--- config.mk ---
export PLATFORM = sky130hd
export DESIGN_NAME = perceptron_trainer
export DESIGN_NICKNAME = d
export VERILOG_FILES = /design/src/rtl/perceptron_trainer.sv
export SDC_FILE = /design/constraint.sdc
export NUM_CORES = 1
export LEC_CHECK = 0
export CELL_PAD_IN_SITES_DETAIL_PLACEMENT = 0
export CELL_PAD_IN_SITES_GLOBAL_PLACEMENT = 1
export CORE_ASPECT_RATIO = 1.4
export CORE_MARGIN = 10
export CORE_UTILIZATION = 45
export CTS_BUF_LIST = sky130_fd_sc_hd__clkbuf_4
export CTS_CLUSTER_DIAMETER = 100
export DETAILED_ROUTE_END_ITERATION = 10
export PLACE_DENSITY = 0.88
export SYNTH_ARGS = -nofsm -noshare
export SYNTH_HDL_FRONTEND = slang
export SYNTH_SLANG_ARGS = --single-unit
--- constraint.sdc ---
create_clock -name clk -period 5 [get_ports clk]
set_input_delay 1 -clock clk [delete_from_list [all_inputs] [get_ports clk]]
set_output_delay 1 -clock clk [all_outputs]
set_load 0.1 [all_outputs]
--- src/rtl/perceptron_trainer.sv ---
// Training controller for a 2-input perceptron: presents samples, checks the
// threshold result and applies the perceptron learning rule to the weights.
module perceptron_trainer #(
    parameter int fp_integer_width = 4,
    parameter int fp_fract_width   = 12,
    parameter int DEPTH            = 8,
    parameter int LR_SHIFT         = 2,
    parameter int EPOCH_W          = 8,
    localparam int fp_width        = fp_integer_width + fp_fract_width,
    localparam int AW              = $clog2(DEPTH)
) (
    input  logic                       clk,
    input  logic                       rst_n,
    input  logic                       wr_en,
    input  logic [AW-1:0]              wr_addr,
    input  logic signed [fp_width-1:0] wr_x1,
    input  logic signed [fp_width-1:0] wr_x2,
    input  logic                       wr_target,
    input  logic [AW:0]                num_samples,
    input  logic [EPOCH_W-1:0]         max_epochs,
    input  logic                       start,
    output logic [fp_width-1:0]        IN1,
    output logic [fp_width-1:0]        IN2,
    input  logic [fp_width-1:0]        weight1,
    input  logic [fp_width-1:0]        weight2,
    input  logic                       result,
    output logic [fp_width-1:0]        weight1_new,
    output logic [fp_width-1:0]        weight2_new,
    output logic                       weight1_ld,
    output logic                       weight2_ld,
    output logic                       busy,
    output logic                       done,
    output logic                       converged,
    output logic [EPOCH_W-1:0]         epoch_count,
    output logic [AW:0]                err_count
);

    typedef enum logic [2:0] {
        IDLE,
        INIT,
        PRESENT,
        EVAL,
        UPDATE,
        EPOCH_END,
        DONE
    } state_e;

    state_e               state_q, state_d;
    logic [AW-1:0]        idx_q, idx_d;
    logic [AW:0]          num_q, num_d;
    logic [EPOCH_W-1:0]   max_q, max_d;
    logic [AW:0]          err_cnt_q, err_cnt_d;
    logic [EPOCH_W-1:0]   epoch_q, epoch_d;
    logic [AW:0]          err_out_q, err_out_d;
    logic                 conv_q, conv_d;
    logic                 busy_q, busy_d;
    logic                 done_q, done_d;
    logic                 err_neg_q, err_neg_d;
    logic [fp_width-1:0]  in1_q, in1_d;
    logic [fp_width-1:0]  in2_q, in2_d;

    logic [fp_width-1:0]  mem_x1_q [DEPTH];
    logic [fp_width-1:0]  mem_x2_q [DEPTH];
    logic                 mem_t_q  [DEPTH];

    logic                 ld;
    logic [fp_width-1:0]  w1_new, w2_new;
    logic                 last_idx;
    logic                 bad_cfg;

    // Sample store has no reset; writes are only honoured while idle.
    always_ff @(posedge clk) begin
        if (wr_en && !busy_q) begin
            mem_x1_q[wr_addr] <= wr_x1;
            mem_x2_q[wr_addr] <= wr_x2;
            mem_t_q[wr_addr]  <= wr_target;
        end
    end

    // w +/- (x >>> LR_SHIFT), one guard bit, clamped to the signed range.
    function automatic logic [fp_width-1:0] upd(
        input logic [fp_width-1:0] w,
        input logic [fp_width-1:0] x,
        input logic                neg
    );
        logic signed [fp_width-1:0] d;
        logic [fp_width:0]          s;
        d = $signed(x) >>> LR_SHIFT;
        if (neg) begin
            s = {w[fp_width-1], w} - {d[fp_width-1], d};
        end else begin
            s = {w[fp_width-1], w} + {d[fp_width-1], d};
        end
        if (s[fp_width] != s[fp_width-1]) begin
            upd = s[fp_width] ? {1'b1, {(fp_width-1){1'b0}}}
                              : {1'b0, {(fp_width-1){1'b1}}};
        end else begin
            upd = s[fp_width-1:0];
        end
        return upd;
    endfunction

    always_ff @(posedge clk or negedge rst_n) begin
        if (!rst_n) begin
            state_q   <= IDLE;
            idx_q     <= '0;
            num_q     <= '0;
            max_q     <= '0;
            err_cnt_q <= '0;
            epoch_q   <= '0;
            err_out_q <= '0;
            conv_q    <= 1'b0;
            busy_q    <= 1'b0;
            done_q    <= 1'b0;
            err_neg_q <= 1'b0;
            in1_q     <= '0;
            in2_q     <= '0;
        end else begin
            state_q   <= state_d;
            idx_q     <= idx_d;
            num_q     <= num_d;
            max_q     <= max_d;
            err_cnt_q <= err_cnt_d;
            epoch_q   <= epoch_d;
            err_out_q <= err_out_d;
            conv_q    <= conv_d;
            busy_q    <= busy_d;
            done_q    <= done_d;
            err_neg_q <= err_neg_d;
            in1_q     <= in1_d;
            in2_q     <= in2_d;
        end
    end

    assign last_idx = ({1'b0, idx_q} == num_q - (AW+1)'(1));
    assign bad_cfg  = (num_samples == '0)
                   || (num_samples > (AW+1)'(DEPTH))
                   || (max_epochs == '0);

    always_comb begin
        state_d   = state_q;
        idx_d     = idx_q;
        num_d     = num_q;
        max_d     = max_q;
        err_cnt_d = err_cnt_q;
        epoch_d   = epoch_q;
        err_out_d = err_out_q;
        conv_d    = conv_q;
        busy_d    = busy_q;
        done_d    = 1'b0;
        err_neg_d = err_neg_q;
        in1_d     = in1_q;
        in2_d     = in2_q;
        ld        = 1'b0;
        w1_new    = '0;
        w2_new    = '0;
        unique case (state_q)
            IDLE: begin
                if (start) begin
                    num_d     = num_samples;
                    max_d     = max_epochs;
                    idx_d     = '0;
                    err_cnt_d = '0;
                    epoch_d   = '0;
                    err_out_d = '0;
                    conv_d    = 1'b0;
                    busy_d    = 1'b1;
                    if (bad_cfg) begin
                        conv_d  = (num_samples == '0);
                        state_d = DONE;
                    end else begin
                        state_d = INIT;
                    end
                end
            end
            INIT: begin
                ld      = 1'b1;
                state_d = PRESENT;
            end
            PRESENT: begin
                in1_d   = mem_x1_q[idx_q];
                in2_d   = mem_x2_q[idx_q];
                state_d = EVAL;
            end
            EVAL: begin
                if (mem_t_q[idx_q] != result) begin
                    // target 0 with result 1 is err = -1
                    err_neg_d = result;
                    err_cnt_d = err_cnt_q + (AW+1)'(1);
                    state_d   = UPDATE;
                end else if (last_idx) begin
                    state_d = EPOCH_END;
                end else begin
                    idx_d   = idx_q + AW'(1);
                    state_d = PRESENT;
                end
            end
            UPDATE: begin
                ld     = 1'b1;
                w1_new = upd(weight1, in1_q, err_neg_q);
                w2_new = upd(weight2, in2_q, err_neg_q);
                if (last_idx) begin
                    state_d = EPOCH_END;
                end else begin
                    idx_d   = idx_q + AW'(1);
                    state_d = PRESENT;
                end
            end
            EPOCH_END: begin
                epoch_d   = epoch_q + EPOCH_W'(1);
                err_out_d = err_cnt_q;
                if (err_cnt_q == '0) begin
                    conv_d  = 1'b1;
                    state_d = DONE;
                end else if (epoch_q + EPOCH_W'(1) == max_q) begin
                    state_d = DONE;
                end else begin
                    err_cnt_d = '0;
                    idx_d     = '0;
                    state_d   = PRESENT;
                end
            end
            DONE: begin
                done_d  = 1'b1;
                busy_d  = 1'b0;
                state_d = IDLE;
            end
            default: state_d = IDLE;
        endcase
    end

    assign IN1         = in1_q;
    assign IN2         = in2_q;
    assign weight1_new = w1_new;
    assign weight2_new = w2_new;
    assign weight1_ld  = ld;
    assign weight2_ld  = ld;
    assign busy        = busy_q;
    assign done        = done_q;
    assign converged   = conv_q;
    assign epoch_count = epoch_q;
    assign err_count   = err_out_q;

endmodule

# Word level (Yosys, flattened, before mapping)
# Memories as Yosys holds them, arrays and structs flattened. A register that Yosys moved wholly into a read port is not among the register bits.
# Index checks and enable logic that the tools add are counted.
# W data, S select, Z words.
# word_totals
regBits	38
latchBits	0
ramBits	264
romBits	0
output_inout_bits	81
elab_cells	103
n_memories	3
# op_classes
n_addsub	8
multipliers	0
div	0
order_cmp	1
eq_ne	17
n_shift	0
mux	41
n_bitwise	0
reduce_logical	22
# memory_table
name	words	word_bits	read_ports	rd_ports_with_merged_regs	write_ports	line	rtl
mem_x1_q	8	16	1	1	1	62	logic [fp_width-1:0] mem_x1_q [DEPTH];
mem_x2_q	8	16	1	1	1	63	logic [fp_width-1:0] mem_x2_q [DEPTH];
mem_t_q	8	1	1	0	1	64	logic mem_t_q [DEPTH];
# op_table
cell	count
$mux W16	6
$mux W17	4
$add A16 B14 Y17	2
$sub A16 B14 Y17	2
$mux W3	11
$pmux W3 S6	1
$mux W4	4
$pmux W8 S2	1
$ne A2 B2 Y1 const B	6
$pmux W3 S4	1
$pmux W4 S3	1
$reduce_and A5 Y1	2
$eq A3 B3 Y1 const B	3
$add A8 B1 Y8 const B	1
$eq A8 B8 Y1	1
$logic_not A4 Y1	2
$logic_not A8 Y1	1
$mux W1	8
$mux W8	1
$pmux W4 S2	1
$reduce_and A2 Y1	4
$eq A3 B2 Y1 const B	2
$add A4 B1 Y4 const B	1
$eq A3 B4 Y1	1
other kinds (15)	22

# Depth between registers and ports, before layout
# depth
ltp_word	6
mapped_depth	17
ltp_nobuf	15

# Worst setup path before layout
# No wires, ideal clock.
# synth_path
kind	flip-flop to output port
from	reg in2_q[2], in the netlist IN2[2] (read register of mem_x2_q)
to	out weight2_new[11]
t_arrival_ns	5.830
required_time_ns	4.000
setup_slack_ns	-1.830
path_stages_with_launch	18
path_buffers	2
cell_sequence	dfrtp_1 inv_1 ha_1 or3b_1 nor3_1 a21oi_1 xnor2_1 ha_1 and2_1 clkbuf_1 a21oi_1 o21ai_0 a221o_1 nor2_1 xnor2_1 o31ai_4 buf_4 o21ai_0
# synth_between
elab_chain_len	6
elab_cells_between_ends	8
# synth_lines
element	line	rtl
start: declaration	60	logic [fp_width-1:0] in2_q, in2_d;
$add A16 B14 Y17 / $sub A16 B14 Y17 (equally long branches)	92, 90	
$mux W17 (*)	89	if (neg) begin
$mux W17 (*)	157	unique case (state_q)
$mux W16 / $ne A1 B1 Y1 (equally long branches)	95, 94	
$mux W16 (*)	94	if (s[fp_width] != s[fp_width-1]) begin
$mux W16 (*)	157	
end: declaration	28	output logic [fp_width-1:0] weight2_new,
# Mark *: on every way between the ends. The rest lies on a longest branch, timed or not. The select of a mux whose other input is x is not followed.

# Worst setup path after layout
# layout_path
from	reg in2_q[3], in the netlist IN2[3] (read register of mem_x2_q)
to	out weight2_new[5]
# Same word-level chain as after synthesis.

==> key figures <==
Worst setup path
  • Worst path max stage delay: 0.49 ns
  • CP Class: flop to output pin
  • Critical path required time: 4.00 ns
  • Crit path buf inv count: 3
  • Crit-path max FO: 8
  • Crit. End Element: output pin
  • Cell Chain, Critical Path: inv_4, ha_4, or3b_4, nor3_4, a21oi_2, xnor2_1, ha_1, and2_2, a21oi_1, o21ai_2, a221o_1, nor2_2, xnor2_2, o31ai_4, buf_12, o31ai_4, buf_12
  • Startpoint Class: flop
  • CP max stage cell: dfrtp_4
  • Stages on the worst setup path: 17
  • CP delay by family, top: compound AO/OA/AOI/OAI gates
  • Number of cells on the worst reg-to-reg path: 8
  • Crit path DAT: approximately 4.4 ns

Yosys
  • FF+latch count, synth: 334
  • Cell Area, Synth: between 15000 and 20000 sq um
  • Async set-reset flop share out of synthesis: 0.2096
  • Synth Net Count: 1215
  • Most used DFF post-synth: edfxtp_1
  • Number of flops mapped to enable cells by yosys: 264
  • Avg Inst Size Synth: 14.46 sq um
  • Cells after synthesis: 1089
  • Post-synthesis sequential area ratio: 0.6148
  • Synth warn: 0
  • Post-synthesis cell type count: 74

Die
  • # rows: 81
  • Core Footprint: 34760 sq um
  • Die area: 42970 sq um
  • Starting Density: 0.4529
  • Die Y: 241.3 um
  • I/O pins: 166
  • Die W: 178.1 um

Global route
  • Met1 Use GR: 0.1969
  • GRT overflow: 0
  • Pin count of the biggest net entering global routing: 71
  • GRT met2 Usage: 0.2948
  • Antenna violations before repair: 6
  • Layer with the highest usage: met2
  • GRT met3 Usage: 0.04133
  • First-pass GRT wire length: 57610 um
  • Total Routing Usage GR: 0.1717
  • Vias in the first global route: 10480

Job
  • Max Cap Viol: 0

Layout
  • Most common cell after layout, fill and taps aside: edfxtp_1
  • Post-route core utilization: 0.5880
  • Highest-count cells in the layout ignoring fill and taps: 264 x edfxtp_1, 132 x clkdlybuf4s50_1, 109 x clkbuf_4
  • Fill cells: roughly 2600
  • Fin area: 20440 sq um
  • Area Overhead vs Synth: 29.84%
  • Nets: 1483
  • Layout cells sized above 1: 0.3213

Timing
  • Setup violators final: 31
  • Max-slew violations: 0
  • Hold Fails Final Rpt: 0
  • Fin Clk Skew: 0.05348 ns
  • RSZ-0062 raised after global routing: true
  • Setup ws final: -0.4275 ns
  • Crit share post-route: 1.086
  • Fmax: 184.2 MHz
  • Hold slack: 0.3694 ns
  • Least-Margin Pin Slew: 1.105 ns
  • Tmin final: 5.428 ns
  • Relative slew slack: 0.2612

Route
  • Routed via count: between 10000 and 15000
  • TritonRoute pass-1 iters: 6
  • Routed WL: approximately 37000 um
  • ANT nets after route: 0
  • Drt via density: 5.457
  • Drc violations: 0
  • Wirelength per Cell: 19.80 um
  • Drt first-iter violations: around 640

Outcome
  • Failing checks: negative setup slack
  • Outcome: complete, but fails checks

Place
  • Placed Area: 18860 sq um
  • GPL Wtd Cong: between 0.8 and 0.9
  • Port Buffers: between 150 and 200
  • DPL Wire Length: ~26000 um
  • Pre-CTS WS: -0.02928 ns

Power and ir drop
  • Peak supply drop: 0.5086 mV
  • LEAKAGE: 7.175 nW
  • Cell area power density: ~660 nW/um^2

Clocking
  • CTS sink count: about 330
  • Depth of the CTS H-tree: 3
  • TritonCTS clock tree: built
  • Worst-case clock buffer depth: 3
  • Hold_buf cts: 0
  • CTS clk-pin slew, worst paths: ~0.070 ns
  • Clk root buf: clkbuf_4
  • Clk Latency, worst-skew pair: 0.74 ns
  • Clock buffer count from CTS: 75

Min path
  • Worst hold path class: input pin to asynchronous set/reset pin
state kept, by name, indices dropped and copies added (netlist names), 4 cells and up:
name / flops
max_q: 8
epoch_count: 8
mem_t_q: 8
mem_x2_q: 128
mem_x1_q: 128
num_q: 4
IN1: 16
err_count: 4
IN2: 16
err_cnt_q: 4
area by class of cell:
class | instances | area (sq um) | area share
sequential | 334 | 9717 | 0.4754
multi-input combinational | 682 | 6477 | 0.3169
timing repair buffer | 239 | 2619 | 0.1281
clock buffer | 109 | 818.3 | 0.04003
tap | 456 | 570.5 | 0.02791
clock inverter | 24 | 132.6 | 0.006488
inverter | 25 | 98.84 | 0.004836
antenna | 3 | 7.507 | 0.0003673
where the power goes:
part / internal (mW) / switching [mW]
Clock: 1.06 / 1.00
Combinational: 3.01 / 4.66
Sequential: 3.33 / 0.493
kinds of logic after synthesis:
kind of cell / after synthesis / synth area share
xor+xnor: 60 / 0.03338
fa+ha+maj: 41 / 0.03354
simple gates: 227 / 0.07328
compound gates: 241 / 0.1002
flops: 334 / 0.6148
mux: 113 / 0.1253
buf+inv: 73 / 0.01939
stage by stage:
step / total power, mW / setup TNS [ns] / instances
final: 13.56 / -11.13 / 1872
after global routing: 14.33 / -17.30 / 1871
after CTS: 13.34 / -14.41 / 1858
after detailed placement: 10.92 / -0.08422 / 1708
after global placement: 10.84 / 0 / 1708
after floorplan: 8.967 / -1.211 / 1089
repair_timing:
item / 4_1_cts / 5_1_grt
buffers inserted: 16 / 11
pin swaps: 35 / 27
cloned: 1 / 0
gates resized for setup: 48 / 43
setup endpoints to repair: 32 / 32
cell usage after synthesis (4+ instances only):
cell | n | area [sq um]
nor2_1 | 85 | 319.1
ha_1 | 39 | 488.0
buf_1 | 4 | 15.01
a21oi_1 | 81 | 405.4
and2_1 | 8 | 50.05
buf_4 | 4 | 30.03
nor2b_1 | 7 | 43.79
o21a_1 | 12 | 90.09
edfxtp_1 | 264 | 7928
or2_2 | 6 | 37.54
mux4_2 | 66 | 1486
o31ai_1 | 10 | 75.07
mux2i_1 | 34 | 340.3
a211oi_1 | 7 | 52.55
or3_1 | 7 | 43.79
xnor2_1 | 46 | 402.9
nor3_1 | 20 | 100.1
a31oi_1 | 8 | 50.05
nand2b_1 | 11 | 68.82
mux2_2 | 13 | 146.4
dfrtp_1 | 70 | 1752
o21ai_0 | 54 | 270.3
and3_1 | 6 | 37.54
a31o_2 | 6 | 52.55
nand3_1 | 9 | 45.04
buf_2 | 7 | 35.03
clkbuf_1 | 32 | 120.1
inv_1 | 25 | 93.84
a21o_1 | 24 | 180.2
nor3b_1 | 4 | 30.03
xor2_1 | 14 | 122.6
nand2_1 | 40 | 150.1
worst register-to-register path: stages, from the launching register on:
cell and delay [ns]:
dfrtp_4 0.94, mux4_2 0.62, mux2i_1 0.34, xnor2_1 0.15, or2_2 0.33, a22oi_2 0.18, o21ai_1 0.17, o21ai_0 0.20
nand2_1 0.08
path summary, 6_finish.rpt:
kind	startpoint	endpoint	slack (ns)
min in group clk	err_count[0]$_DFFE_PN0P_	err_count[0]$_DFFE_PN0P_	0.49
worst min register to register	err_count[0]$_DFFE_PN0P_	err_count[0]$_DFFE_PN0P_	0.49
max in group asynchronous	rst_n	IN2[2]$_DFFE_PN0P_	3.88
worst max-delay path	IN2[3]$_DFFE_PN0P_	weight2_new[5]	-0.43
worst max register to register	idx_q[0]$_DFFE_PN0P_	idx_q[2]$_DFFE_PN0P_	1.85
worst min-delay path	rst_n	epoch_count[0]$_DFFE_PN0P_	0.37
metal layers:
| layer | up-vias | part of all wire |
|---|---|---|
| met5 | - | 0.0014 |
| met4 | 8 | 0.034 |
| met3 | 79 | 0.059 |
| met2 | 264 | 0.52 |
| met1 | 5031 | 0.38 |
| li1 | 4834 | - |
Power figures use the tool's default switching activity.
